File: config.mk
export PLATFORM = sky130hd
export DESIGN_NAME = wptr_ctrl_flat
export DESIGN_NICKNAME = d
export VERILOG_FILES = /design/src/rtl/wptr_ctrl_if.sv /design/src/rtl/wptr_ctrl.sv /design/src/flat_wrapper.sv
export SDC_FILE = /design/constraint.sdc
export NUM_CORES = 1
export LEC_CHECK = 0
export ABC_CLOCK_PERIOD_IN_PS = 5600
export CAP_MARGIN = 20
export CORE_MARGIN = 2
export CORE_UTILIZATION = 30
export CTS_CLUSTER_SIZE = 10
export DETAILED_ROUTE_END_ITERATION = 12
export GPL_TIMING_DRIVEN = 0
export HOLD_SLACK_MARGIN = 0.15
export PLACE_DENSITY_LB_ADDON = 0.12
export REMOVE_ABC_BUFFERS = 1
export SYNTH_ARGS = -nofsm -noshare
export SYNTH_HDL_FRONTEND = slang
export SYNTH_SLANG_ARGS = --single-unit
File: constraint.sdc
create_clock -name w_clk -period 5.6 [get_ports w_clk]
set_input_delay 1.12 -clock w_clk [delete_from_list [all_inputs] [get_ports w_clk]]
set_output_delay 1.12 -clock w_clk [all_outputs]
set_load 0.01 [all_outputs]
File: src/rtl/wptr_ctrl_if.sv
// Write-side bus bundle for wptr_ctrl: write request, read-domain Gray pointer,
// almost-full threshold, overflow clear and all pointer/flag outputs.
// master = write client / surrounding FIFO logic, slave = wptr_ctrl.
interface wptr_ctrl_if #(
  parameter int ADDR_W = 8
);
  logic              w_en;
  logic [ADDR_W:0]   g_rptr_async;
  logic [ADDR_W:0]   afull_level;
  logic              ovf_clr;
  logic              w_ack;
  logic [ADDR_W-1:0] w_addr;
  logic [ADDR_W:0]   b_wptr;
  logic [ADDR_W:0]   g_wptr;
  logic [ADDR_W:0]   wcount;
  logic              full;
  logic              almost_full;
  logic              overflow;

  modport master (
    output w_en, g_rptr_async, afull_level, ovf_clr,
    input  w_ack, w_addr, b_wptr, g_wptr, wcount, full, almost_full, overflow
  );

  modport slave (
    input  w_en, g_rptr_async, afull_level, ovf_clr,
    output w_ack, w_addr, b_wptr, g_wptr, wcount, full, almost_full, overflow
  );
endinterface

File: src/rtl/wptr_ctrl.sv
// wptr_ctrl: write-domain pointer controller for the async FIFO.
// Synchronises the read-domain Gray pointer through SYNC_STAGES flops (2..4),
// keeps binary/Gray write pointers, a registered fill level, full and
// almost-full flags, and the RAM write address. ADDR_W must be at least 2.
// Optional macro WPTR_OVF_EN builds the sticky overflow register; without it
// overflow is tied low and ovf_clr is ignored.
module wptr_ctrl #(
  parameter int ADDR_W      = 8,
  parameter int SYNC_STAGES = 2
) (
  input  logic        w_clk,
  input  logic        wrst,
  wptr_ctrl_if.slave  bus
);

  localparam int PW = ADDR_W + 1;

  // Gray code to binary: each bit is the XOR of all Gray bits at or above it.
  function automatic logic [PW-1:0] gray2bin(input logic [PW-1:0] g);
    logic [PW-1:0] b;
    b[PW-1] = g[PW-1];
    for (int i = PW - 2; i >= 0; i--) begin
      b[i] = b[i+1] ^ g[i];
    end
    return b;
  endfunction

  // Binary to Gray code.
  function automatic logic [PW-1:0] bin2gray(input logic [PW-1:0] b);
    return (b >> 1) ^ b;
  endfunction

  logic [PW-1:0] sync_r [SYNC_STAGES];
  logic [PW-1:0] b_wptr_r;
  logic [PW-1:0] g_wptr_r;
  logic [PW-1:0] wcount_r;
  logic          full_r;
  logic          afull_r;

  logic          w_ack_s;
  logic [PW-1:0] g_rptr_s;
  logic [PW-1:0] rbin_s;
  logic [PW-1:0] b_wptr_next_s;
  logic [PW-1:0] g_wptr_next_s;
  logic [PW-1:0] level_s;
  logic [PW-1:0] full_match_s;
  logic          full_next_s;
  logic          afull_next_s;

  // Read pointer as seen through the synchroniser; flags compare against this stale copy.
  assign g_rptr_s = sync_r[SYNC_STAGES-1];
  assign rbin_s   = gray2bin(g_rptr_s);

  // Next-state arithmetic for pointers and flags.
  always_comb begin
    w_ack_s       = bus.w_en & ~full_r & ~wrst;
    b_wptr_next_s = b_wptr_r + {{ADDR_W{1'b0}}, w_ack_s};
    g_wptr_next_s = bin2gray(b_wptr_next_s);
    level_s       = b_wptr_next_s - rbin_s;
    // Full when the write pointer is exactly one lap ahead: top two Gray bits inverted.
    full_match_s  = {~g_rptr_s[ADDR_W:ADDR_W-1], g_rptr_s[ADDR_W-2:0]};
    full_next_s   = (g_wptr_next_s == full_match_s);
    afull_next_s  = (level_s >= bus.afull_level);
  end

  // Multi-flop synchroniser for the read-domain Gray pointer.
  always_ff @(posedge w_clk) begin
    if (wrst) begin
      for (int i = 0; i < SYNC_STAGES; i++) begin
        sync_r[i] <= {PW{1'b0}};
      end
    end else begin
      sync_r[0] <= bus.g_rptr_async;
      for (int i = 1; i < SYNC_STAGES; i++) begin
        sync_r[i] <= sync_r[i-1];
      end
    end
  end

  // Pointer, fill-level and flag registers.
  always_ff @(posedge w_clk) begin
    if (wrst) begin
      b_wptr_r <= {PW{1'b0}};
      g_wptr_r <= {PW{1'b0}};
      wcount_r <= {PW{1'b0}};
      full_r   <= 1'b0;
      afull_r  <= 1'b0;
    end else begin
      b_wptr_r <= b_wptr_next_s;
      g_wptr_r <= g_wptr_next_s;
      wcount_r <= level_s;
      full_r   <= full_next_s;
      afull_r  <= afull_next_s;
    end
  end

`ifdef WPTR_OVF_EN
  logic overflow_r;

  // Sticky overflow: set by a refused write, cleared by ovf_clr; a new event wins over clear.
  always_ff @(posedge w_clk) begin
    if (wrst) begin
      overflow_r <= 1'b0;
    end else if (bus.w_en & full_r) begin
      overflow_r <= 1'b1;
    end else if (bus.ovf_clr) begin
      overflow_r <= 1'b0;
    end else begin
      overflow_r <= overflow_r;
    end
  end

  assign bus.overflow = overflow_r;
`else
  logic ovf_clr_unused_s;

  assign ovf_clr_unused_s = bus.ovf_clr;
  assign bus.overflow     = 1'b0;
`endif

  assign bus.w_ack       = w_ack_s;
  assign bus.w_addr      = b_wptr_r[ADDR_W-1:0];
  assign bus.b_wptr      = b_wptr_r;
  assign bus.g_wptr      = g_wptr_r;
  assign bus.wcount      = wcount_r;
  assign bus.full        = full_r;
  assign bus.almost_full = afull_r;

endmodule

File: src/flat_wrapper.sv
// flat-port wrapper written by rule: the top's interface ports become plain ports
module wptr_ctrl_flat 
#(
  parameter int ADDR_W      = 8,
  parameter int SYNC_STAGES = 2
)
  (w_clk, wrst, bus_w_en, bus_g_rptr_async, bus_afull_level, bus_ovf_clr, bus_w_ack, bus_w_addr, bus_b_wptr, bus_g_wptr, bus_wcount, bus_full, bus_almost_full, bus_overflow);
  wptr_ctrl_if #(.ADDR_W(ADDR_W)) bus_i ();
  input  logic w_clk;
  input  logic wrst;
  input wire logic [$bits(bus_i.w_en)-1:0] bus_w_en;
  input wire logic [$bits(bus_i.g_rptr_async)-1:0] bus_g_rptr_async;
  input wire logic [$bits(bus_i.afull_level)-1:0] bus_afull_level;
  input wire logic [$bits(bus_i.ovf_clr)-1:0] bus_ovf_clr;
  output wire logic [$bits(bus_i.w_ack)-1:0] bus_w_ack;
  output wire logic [$bits(bus_i.w_addr)-1:0] bus_w_addr;
  output wire logic [$bits(bus_i.b_wptr)-1:0] bus_b_wptr;
  output wire logic [$bits(bus_i.g_wptr)-1:0] bus_g_wptr;
  output wire logic [$bits(bus_i.wcount)-1:0] bus_wcount;
  output wire logic [$bits(bus_i.full)-1:0] bus_full;
  output wire logic [$bits(bus_i.almost_full)-1:0] bus_almost_full;
  output wire logic [$bits(bus_i.overflow)-1:0] bus_overflow;
  assign bus_i.w_en = bus_w_en;
  assign bus_i.g_rptr_async = bus_g_rptr_async;
  assign bus_i.afull_level = bus_afull_level;
  assign bus_i.ovf_clr = bus_ovf_clr;
  assign bus_w_ack = bus_i.w_ack;
  assign bus_w_addr = bus_i.w_addr;
  assign bus_b_wptr = bus_i.b_wptr;
  assign bus_g_wptr = bus_i.g_wptr;
  assign bus_wcount = bus_i.wcount;
  assign bus_full = bus_i.full;
  assign bus_almost_full = bus_i.almost_full;
  assign bus_overflow = bus_i.overflow;
  wptr_ctrl #(.ADDR_W(ADDR_W), .SYNC_STAGES(SYNC_STAGES)) u_core (.w_clk(w_clk), .wrst(wrst), .bus(bus_i));
endmodule
# --- After elaboration in Yosys (flattened, before gate mapping) ---
# Memory sizes are Yosys's and may differ from the RTL's.
# Index checks and enable logic that the tools add are counted.
word_totals:
  register_bits: 29
  mem_bits_rw: 18
  inputBits: 22
  output_inout_bits: 39
  word_cells: 31
  n_memories: 1
mem_list:
  columns: ["name", "words", "width", "rd", "rd_clocked_by_memory_dff", "write_ports", "line", "text"]
  rows:
  - ["u_core.sync_r", 2, 9, 2, 0, 2, "wptr_ctrl.sv:33", "logic [PW-1:0] sync_r [SYNC_STAGES];"]
classes:
  add_sub_neg: 2
  magnitude_cmp: 1
  n_eq_ne: 1
  mux: 5
  bitwise: 16
op_table:
  columns: ["cell", "count"]
  rows:
  - ["9-bit two-way mux", 2]
  - ["9-bit by 1-bit adder with 9-bit output", 1]
  - ["9-bit == test", 1]
  - ["9-bit greater-or-equal comparator", 1]
  - ["9-bit subtractor", 1]
  - ["8-bit by 9-bit XOR with 9-bit output", 1]
  - ["1-bit XOR", 8]
  - ["1-bit two-way mux", 3]
  - ["1-bit AND", 2]
  - ["1-bit inverter", 2]
  - ["2-bit inverter", 1]
  - ["1-bit bitwise OR", 2]

# --- Logic depth before layout (Yosys ltp) ---
# An unclocked memory read counts as a cell.
logic_depth:
  word_depth: 11
  depth_mapped: 20
  depth_no_buf: 20

# --- Worst setup path before layout ---
# No wires, ideal clock.
synth_timing:
  kind: "input -> register"
  from: "input wrst"
  to: "register u_core.afull_r, in the netlist u_core.bus.almost_full"
  setup_time_ns: 0.130
  arrival_time_ns: 4.749
  required_ns: 5.470
  path_slack_ns: 0.720
  stages: 18
  n_path_buf: 2
  path_cell_list: "clkbuf_1 -> clkbuf_1 -> nor3b_1 -> ha_1 -> ha_1 -> nand3_1 -> xor2_1 -> inv_1 -> ha_1 -> or3_1 -> o32ai_1 -> xnor2_1 -> ha_1 -> o21ai_0 -> nor2_1 -> nor2_1 -> o31a_1 -> o22ai_1"
synth_between:
  elab_chain_len: 5
synth_lines:
  columns: ["item", "line", "text"]
  rows:
  - ["start: declaration", "flat_wrapper.sv:10", "input logic wrst;"]
  - ["1-bit inverter", "wptr_ctrl.sv:56", "w_ack_s = bus.w_en & ~full_r & ~wrst;"]
  - ["1-bit AND", "wptr_ctrl.sv:56", null]
  - ["named net bus_w_ack", "flat_wrapper.sv:15", "output wire logic [$bits(bus_i.w_ack)-1:0] bus_w_ack;"]
  - ["9-bit by 1-bit adder with 9-bit output", "wptr_ctrl.sv:57", "b_wptr_next_s = b_wptr_r + {{ADDR_W{1'b0}}, w_ack_s};"]
  - ["named net u_core.b_wptr_next_s[4]", "wptr_ctrl.sv:43", "logic [PW-1:0] b_wptr_next_s;"]
  - ["9-bit subtractor", "wptr_ctrl.sv:59", "level_s = b_wptr_next_s - rbin_s;"]
  - ["named net u_core.level_s[7]", "wptr_ctrl.sv:45", "logic [PW-1:0] level_s;"]
  - ["9-bit greater-or-equal comparator", "wptr_ctrl.sv:63", "afull_next_s = (level_s >= bus.afull_level);"]
  - ["end signal: assignment", "wptr_ctrl.sv:93", "afull_r <= afull_next_s;"]
  - ["end: declaration", "wptr_ctrl.sv:38", "logic afull_r;"]
# The timed path passes the listed nets, and every way through them passes these cells.
# A chain may end at the register's enable or synchronous reset.

# --- Worst setup path in the final report ---
layout_timing:
  from: "input wrst"
  to: "register u_core.afull_r, in the netlist u_core.bus.almost_full"
layout_between:
  elab_chain_len: 5
layout_lines:
  columns: ["item", "line"]
  rows:
  - ["1-bit inverter", "wptr_ctrl.sv:56"]
  - ["1-bit AND", "wptr_ctrl.sv:56"]
  - ["9-bit by 1-bit adder with 9-bit output", "wptr_ctrl.sv:57"]
  - ["named net u_core.b_wptr_next_s[2]", "wptr_ctrl.sv:43"]
  - ["9-bit subtractor", "wptr_ctrl.sv:59"]
  - ["named net u_core.level_s[6]", "wptr_ctrl.sv:45"]
  - ["9-bit greater-or-equal comparator", "wptr_ctrl.sv:63"]
# The timed path passes the listed nets, and every way through them passes these cells.

==> summary.md <==
| Metric | Value |
|---|---|
| Outcome | `completed` |
| Util after Layout | `0.399` |
| Yosys cell types | `38` |
| Max Cap Viol | `0` |
| Antenna violations before repair | `0` |
| Core Rows | `32` |
| Final min period | `5.05 ns` |
| Die Wd | `92.3 um` |
| Max incr delay on CP | `0.64 ns` |
| CP Cell Sequence | `buf_2 > nor3b_1 > ha_1 > ha_1 > xor2_1 > ha_1 > a21o_1 > a21oi_1 > o21bai_1 > a21oi_1 > xnor2_1 > ha_1 > o21ai_0 > nor2_1 > nor2_1 > o31a_1 > o22ai_1` |
| Max Slew Vio Count | `0` |
| Largest net degree at the start of global routing | `between 40 and 50` |
| Yosys reg bits | `46` |
| RSZ-0062 raised after global routing | `no` |
| Leakage | `1.27 nW` |
| Fin area | `3050 um^2` |
| 1st-iter DRT viols | `30` |
| CP max stage cell | `buf_2` |
| Synth Warn # | `0` |
| Share of flip-flops with an asynchronous set or reset | `0` |
| Ant. Diodes | `0` |
| P&R area growth vs syn | `30.2%` |
| Crit Path Class | `primary input to flip-flop` |
| Post-DP HPWL | `3300 um` |
| Clock skew | `0.00656 ns` |
| Fmax | `slightly below 200 MHz` |
| Total CTS buffers | `5` |
| Critical Path End Type | `flip-flop` |
| Num Clock Sinks | `46` |
| DP Area | `2950 um^2` |
| IO Pins | `61` |
| Synthesized area per cell | `9.59 um^2` |
| DR WL/cell | `10.9 um` |
| Placeable core area | `between 7000 and 8000 um^2` |
| Total wire length | `between 4000 and 5000 um` |
| Clock Latency Late Sink | `0.30 ns` |
| Commonest non-fill, non-tap cell in the layout | `clkdlybuf4s50_1` |
| RD Place Congestion | `approximately 0.69` |
| Worst Path Arrival | `5.22 ns` |
| Mapped Cells | `244` |
| Final #Nets | `336` |
| CTS Root Cell | `clkbuf_8` |
| # setup viols final | `0` |
| Vias | `1,667` |
| HP Class | `flip-flop to flip-flop` |
| Antenna-violating nets left | `0` |
| Final period util | `0.902` |
| Maximum clock path buffer count | `2` |
| Critical path's most frequent cell | `ha_1` |
| Worst slew pin tran | `0.843 ns` |
| Clock slew at the register clock pins of the worst setup and hold paths | `0.09 ns` |
| Congestion Overflow GR | `0` |
| Die Ht | `92.3 um` |
| Synthesized cell area | `2340 um^2` |
| Total Routing Usage GR | `0.112` |
| Die Footprint | `8530 um^2` |
| Port Buffers | `between 50 and 60` |
| CTS tree | `yes` |
| Headroom to the max-slew limit | `0.438` |
| Fraction of layout cells with a size suffix above 1 | `0.0576` |
| CP Max Fanout | `48` |
| Sequential fraction of the synthesis area | `0.393` |
| First-pass GRT wire length | `7450 um` |
| VDD IR max | `0.000105 V` |
| Avg Vias per Cell | `4.20` |
| Hold-fix buffers, CTS | `0` |
| Synth Flop Type | `dfxtp_1` |
| Most frequent cells in the layout | `clkdlybuf4s50_1, dfxtp_1, nor2b_1` |
| # DRC | `0` |
| Initial core utilization | `0.306` |
| Htree depth | `2` |
| Crit start category | `primary input` |
| Number of global-route vias before repair | `1,646` |
| Final Hold Viols | `0` |
| Post-synth EDFFs | `0` |
| Pwr Total | `0.000801 W` |
| Pwr dens | `263 nW/um^2` |
| 1st-pass router iterations | `4` |
| Hold slack final | `0.442 ns` |
| Data required time at the worst endpoint | `a little under 6 ns` |
worst paths after layout:
check / startpoint / to / slack (ns) / cells after the start
worst max-delay path: wrst / u_core.bus.almost_full / 0.55 / 17
worst min-delay path: u_core.sync_r[0][6] / u_core.sync_r[0][15] / 0.44 / 1
worst max register to register: u_core.sync_r[0][17] / u_core.bus.almost_full / 1.36 / 20
worst min register to register: u_core.sync_r[0][6] / u_core.sync_r[0][15] / 0.44 / 1
sequential cells by signal (all words and copies together) (netlist names):
| name | count |
|---|---|
| u_core.bus.almost_full | 1 |
| u_core.bus.b_wptr | 8 |
| u_core.bus.full | 1 |
| u_core.bus.g_wptr | 9 |
| u_core.bus.wcount | 9 |
| u_core.sync_r | 18 |
metal layers:
metal	GRT usage	part of all wire	vias up
met5	0	0	-
met4	0.0410	0.013	0
met3	0.0325	0.052	5
met2	0.183	0.46	40
met1	0.140	0.47	751
li1	-	-	871
logic make-up after synthesis:
kind of cell / share of synthesized area
buffers and inverters: 0.0689
AND/OR/NAND/NOR: 0.181
XOR/XNOR: 0.161
other: 0.00160
flip-flops: 0.393
AO/OA/AOI/OAI: 0.0754
adder cells (fa/ha/maj): 0.110
multiplexers: 0.00855
worst max-delay path: cells and delay by family:
| kind | cells | cell delay [ns] |
|---|---|---|
| xor gates and xnor gates | 2 | 0.74 |
| buffers and inverters | 1 | 0.64 |
| and+or+nand+nor | 3 | 0.32 |
| adders and majority gates | 4 | 1.21 |
| AOI/OAI and AO/OA | 7 | 1.17 |
power breakdown:
part	leakage (nW)	switching [W]	internal (W)
clock	0.0441	0.000116	0.0000877
combinational	0.848	0.000107	0.000130
sequential	0.378	0.00000863	0.000352
total	1.27	0.000231	0.000569
through the flow:
step,instances,setup TNS (ns),setup WS [ns]
floorplan,229,0,1.13
global placement,389,-2.49,-1.11
detailed placement,389,0,0.149
CTS,397,0,0.461
global route,397,0,0.0363
finish,397,0,0.549
repair_timing:
action,CTS,global route
gates resized for setup,0,1
buffers inserted,0,0
endpoints found under the hold margin,0,0
endpoints found under the setup margin,0,1
area by class of cell:
cell class / count / area, um^2
Clock inverter: 3 / 21.3
Clock buffer: 5 / 68.8
Inverter: 18 / 67.6
Timing Repair Buffer: 58 / 576
Fill cell: 781 / 4600
Multi-Input combinational cell: 165 / 1270
Sequential cell: 46 / 921
Tap cell: 102 / 128
synth_stat cells (2+ instances only):
master,count,share of area
clkbuf_1,5,0.0080
or3_1,3,0.0080
nor3_1,2,0.0043
xnor2_2,2,0.014
a21o_1,3,0.0096
o21a_1,4,0.013
dfxtp_1,46,0.39
buf_4,10,0.032
xor2_2,3,0.021
ha_1,19,0.10
a21oi_1,6,0.013
mux2i_1,2,0.0086
and2_1,2,0.0053
nand3_1,4,0.0086
o21ai_0,4,0.0086
xor2_1,13,0.049
nor2_1,21,0.034
nand4_1,2,0.0053
nand2_1,11,0.018
a31oi_1,2,0.0053
xnor2_1,15,0.056
nor2b_1,28,0.075
nand2b_1,3,0.0080
inv_1,18,0.029
a211oi_1,2,0.0064
o21bai_1,2,0.0064
No activity file was read; power rests on OpenSTA's default activity.
==> variant 1, RTL diff (same settings) <==
The option `WPTR_OVF_EN` is turned on by a define.
--- a/src/rtl/wptr_ctrl.sv
+++ b/src/rtl/wptr_ctrl.sv
@@ -6,2 +6,4 @@
 // overflow is tied low and ovf_clr is ignored.
+`define WPTR_OVF_EN
+
 module wptr_ctrl #(
Function: changed (Yosys sat finds a counterexample within 10 cycles, from zero or initial values and one cycle with wrst high).
==> variant 1 against the unedited design <==
Count of clock-buffer cells in the layout did not move. Utilization up 0.80 points. Sequential cell count is 1 higher. Power rose by 6.2%. Die area rose by 1.6%. Largest power group unchanged. Largest cell class unchanged. Design area increased by 2.5%. Worst setup slack worse by 0.011 ns. Synthesized area is 1.7% higher. Wire length grew 4.2%. Critical path type unchanged.
==> variant 1: results (changes against the unedited design) <==
* Post-Synthesis Cells at 249 (+2.0%)
* Total wire length at 4.53 mm (+4.2%)
* Post-synthesis mux area share at 0.841% (-0.014 points)
* Commonest cells in the netlist: dfxtp_1, nor2b_1, inv_1
* Placed insts at 397 (+2.1%)
* Area share of xor/xnor cells in the synthesized design at 16.3% (+0.16 points)
* Detailed placer's ending HPWL at 3.41 mm (+3.4%)
* DR WL/cell at 11.2 um (+2.4%)
* Hold depth at 1 (unchanged)
* RePlAce Congestion at 0.742 (+7.2%)
* Adder-cell area share of the yosys netlist at 10.8% (-0.18 points)
* Maximum vdd ir drop at 0.0000926 V (-12%)
* Worst Setup SP: bus_w_en
* Register area at 941 um^2 (+2.2%)
* Status: finished, final reports clean
* Yosys reg bits at 47 (+2.2%)
* IO buf count at 60 (+3.4%)
* Area contributors post-synth: dfxtp_1, ha_1, nor2b_1, xnor2_1, xor2_1
* Slew at the pin with the worst max-slew slack at 0.606 ns (-0.237 ns)
* Largest net degree at the start of global routing at 50 (+2.0%)
* Routed vias/inst at 4.21 (+0.27%)
* Clock-cell share of area at 3.40% (+0.45 points)
* First-pass GRT wire length at 7.45 mm (about the same)
* Pleak at 1.31 nW (+3.0%)
* Inverter count at 21 (+3)
* First DRT Iteration DRCs at 45 (+50%)
* Compound-Gate Fraction of Synth Area at 7.47% (-0.070 points)
* Vias in the first global route at 1619 (-1.6%)
* Share of layout cells above drive strength 1 at 5.63% (-0.13 points)
-- variant 1: per-stage QoR --
stage               utilization [%]  power (W)  instance area (um^2)  setup WS (ns)  hold WS (ns)
floorplan                         -   0.000531                  2290           1.13         0.414
global placement               39.3   0.000614                  3020          -1.31         0.420
detailed placement             39.2   0.000618                  3020         0.0526         0.429
CTS                            40.6   0.000868                  3120          0.365         0.452
global route                   40.7   0.000909                  3130         0.0744         0.459
finish                         40.7   0.000850                  3130          0.538         0.443
-- variant 1: critical path: stages --
cell,delay [ns]
clkdlybuf4s50_1,0.47
nor3b_1,0.35
ha_1,0.34
ha_1,0.27
nand3_1,0.11
xor2_1,0.51
inv_1,0.11
ha_1,0.28
or3_1,0.39
o32ai_1,0.34
xnor2_1,0.19
ha_1,0.26
o21ai_0,0.11
nor2_1,0.08
nor2_1,0.09
o31a_1,0.14
o22ai_1,0.07
-- variant 1: worst max-delay path by stage --
| stage | endpoint | depth (start not counted) |
|---|---|---|
| floorplan | u_core.bus.almost_full | 16 |
| global placement | u_core.bus.almost_full | 17 |
| detailed placement | u_core.bus.almost_full | 18 |
| CTS | u_core.bus.almost_full | 18 |
| global route | u_core.bus.almost_full | 18 |
| finish | u_core.bus.almost_full | 17 |
-- variant 1: where the power goes --
part | internal, W | total, W | switching, W
clock | 0.000131 | 0.000245 | 0.000115
combinational | 0.000131 | 0.000238 | 0.000106
sequential | 0.000359 | 0.000367 | 0.00000879
total | 0.000621 | 0.000850 | 0.000230
-- variant 1: layer usage --
metal	part of all wire, %	GRT usage (%)	vias up
li1	-	-	892
met1	48	14.3	751
met2	45	17.6	52
met3	5.3	2.74	6
met4	1.4	3.68	0
met5	0	0	-
==> variant 2, RTL diff (config.mk and constraints unchanged) <==
Without the edit above. `SYNC_STAGES` is set to 2 in 2 places; all go to 4. Comments in the files are not updated.
--- a/src/rtl/wptr_ctrl.sv
+++ b/src/rtl/wptr_ctrl.sv
@@ -8,3 +8,3 @@
   parameter int ADDR_W      = 8,
-  parameter int SYNC_STAGES = 2
+  parameter int SYNC_STAGES = 4
 ) (
--- a/src/flat_wrapper.sv
+++ b/src/flat_wrapper.sv
@@ -4,3 +4,3 @@
   parameter int ADDR_W      = 8,
-  parameter int SYNC_STAGES = 2
+  parameter int SYNC_STAGES = 4
 )
Check against the original RTL: not equivalent (Yosys sat finds a counterexample within 4 cycles, from zero or initial values and one cycle with wrst high).
==> variant 2 against the unedited design <==
Register-to-register slack lost 0.16 ns. Sequential share of layout area grew 5.4 points. Final cell count grew 13%. Maximum frequency grew 5.7%. Wire length grew 9.5%. Critical path depth grew 1. Worst setup slack gained 0.27 ns. Synthesized area grew 19%. Global-route usage shrank 0.71 points. Design area grew 18%. Sequential cell count grew 18. Power grew 29%. Non-clock buffer count grew 1.
==> variant 2: results (changes against the unedited design) <==
* Commonest cells in the netlist: dfxtp_1, nor2b_1, nor2_1
* Sequential area share after synthesis at 45.9% (+6.5 points)
* Share of layout cells above drive strength 1 at 7.99% (+2.2 points)
* TritonRoute pass-1 iters at 3 (-1)
* Status: finished, final reports clean
* M2 GR Usage at 15.9% (-2.4 points)
* Met2 WL at 2.17 mm (+7.6%)
* Clock slew at reported path FFs at 0.07 ns (-0.02 ns)
* RePlAce Congestion at 0.679 (-1.9%)
* Pleak at 1.48 nW (+16%)
* Latest clock arrival within the worst-skew pair at 0.34 ns (+0.04 ns)
* Slew at the pin with the worst max-slew slack at 0.660 ns (-0.183 ns)
* Max H-tree Level at 3 (+1)
* First-pass GRT wire length at 8.06 mm (+8.1%)
* Post-synthesis mux area share at 0.358% (-0.50 points)
* First DRT Iteration DRCs at 41 (+37%)
* GR Util met3 at 3.12% (-0.13 points)
* Seq pwr share at 47.3% (+2.3 points)
* Largest fanout on the critical path at 31 (-35%)
* Area contributors post-synth: dfxtp_1, nor2b_1, ha_1, xnor2_1, xor2_1
* Clk power at 0.000344 W (+69%)
* Clk_skew at 0.00824 ns (+0.00168 ns)
* Routed length on met1 at 2.26 mm (+10%)
* Compound-Gate Fraction of Synth Area at 6.18% (-1.4 points)
* Total wire length at 4.75 mm (+9.5%)
* Max reg flops at 36 (+18)
* Detailed placer's ending HPWL at 3.49 mm (+6.0%)
* Critical path arrival at 5.00 ns (-0.22 ns)
* Placement Setup Slack at 0.403 ns (+0.254 ns)
* Placed insts at 433 (+11%)
* # nets final at 375 (+12%)
* Via count at 1857 (+11%)
* Placed Instance Area at 0.00343 mm^2 (+16%)
* Pwr/cell area at 286 mW/mm^2 (+8.8%)
* Slowest CP cell: xnor2_1
## variant 2: changes by cell type in the layout (fill, tap and decap cells not counted), sizes merged, moves of 2 or more
cell	unedited run	this run
xnor2	17	22
clkinv	2	6
nand4	2	0
a21oi	6	4
clkbuf	5	9
dfxtp	46	64
nand2	11	8
nor2b	28	46
nor2	21	24
## variant 2: path summary, 6_finish.rpt
check,start,end,slack (ns),depth (start not counted)
hold / removal,u_core.sync_r[1][6],u_core.sync_r[2][6],0.44,1
setup / recovery,wrst,u_core.bus.almost_full,0.82,18
setup reg to reg,u_core.sync_r[3][8],u_core.bus.almost_full,1.20,20
hold reg to reg,u_core.sync_r[1][6],u_core.sync_r[2][6],0.44,1
## variant 2: final cells by class
cell class                 count  share of cell area (%)
clock inverter                 7                    1.36
inverter                      19                    1.98
timing repair buffer          59                    16.5
multi-input combinational    180                    37.2
tap                          111                    3.86
sequential                    64                    35.6
clock buffer                   9                    3.44
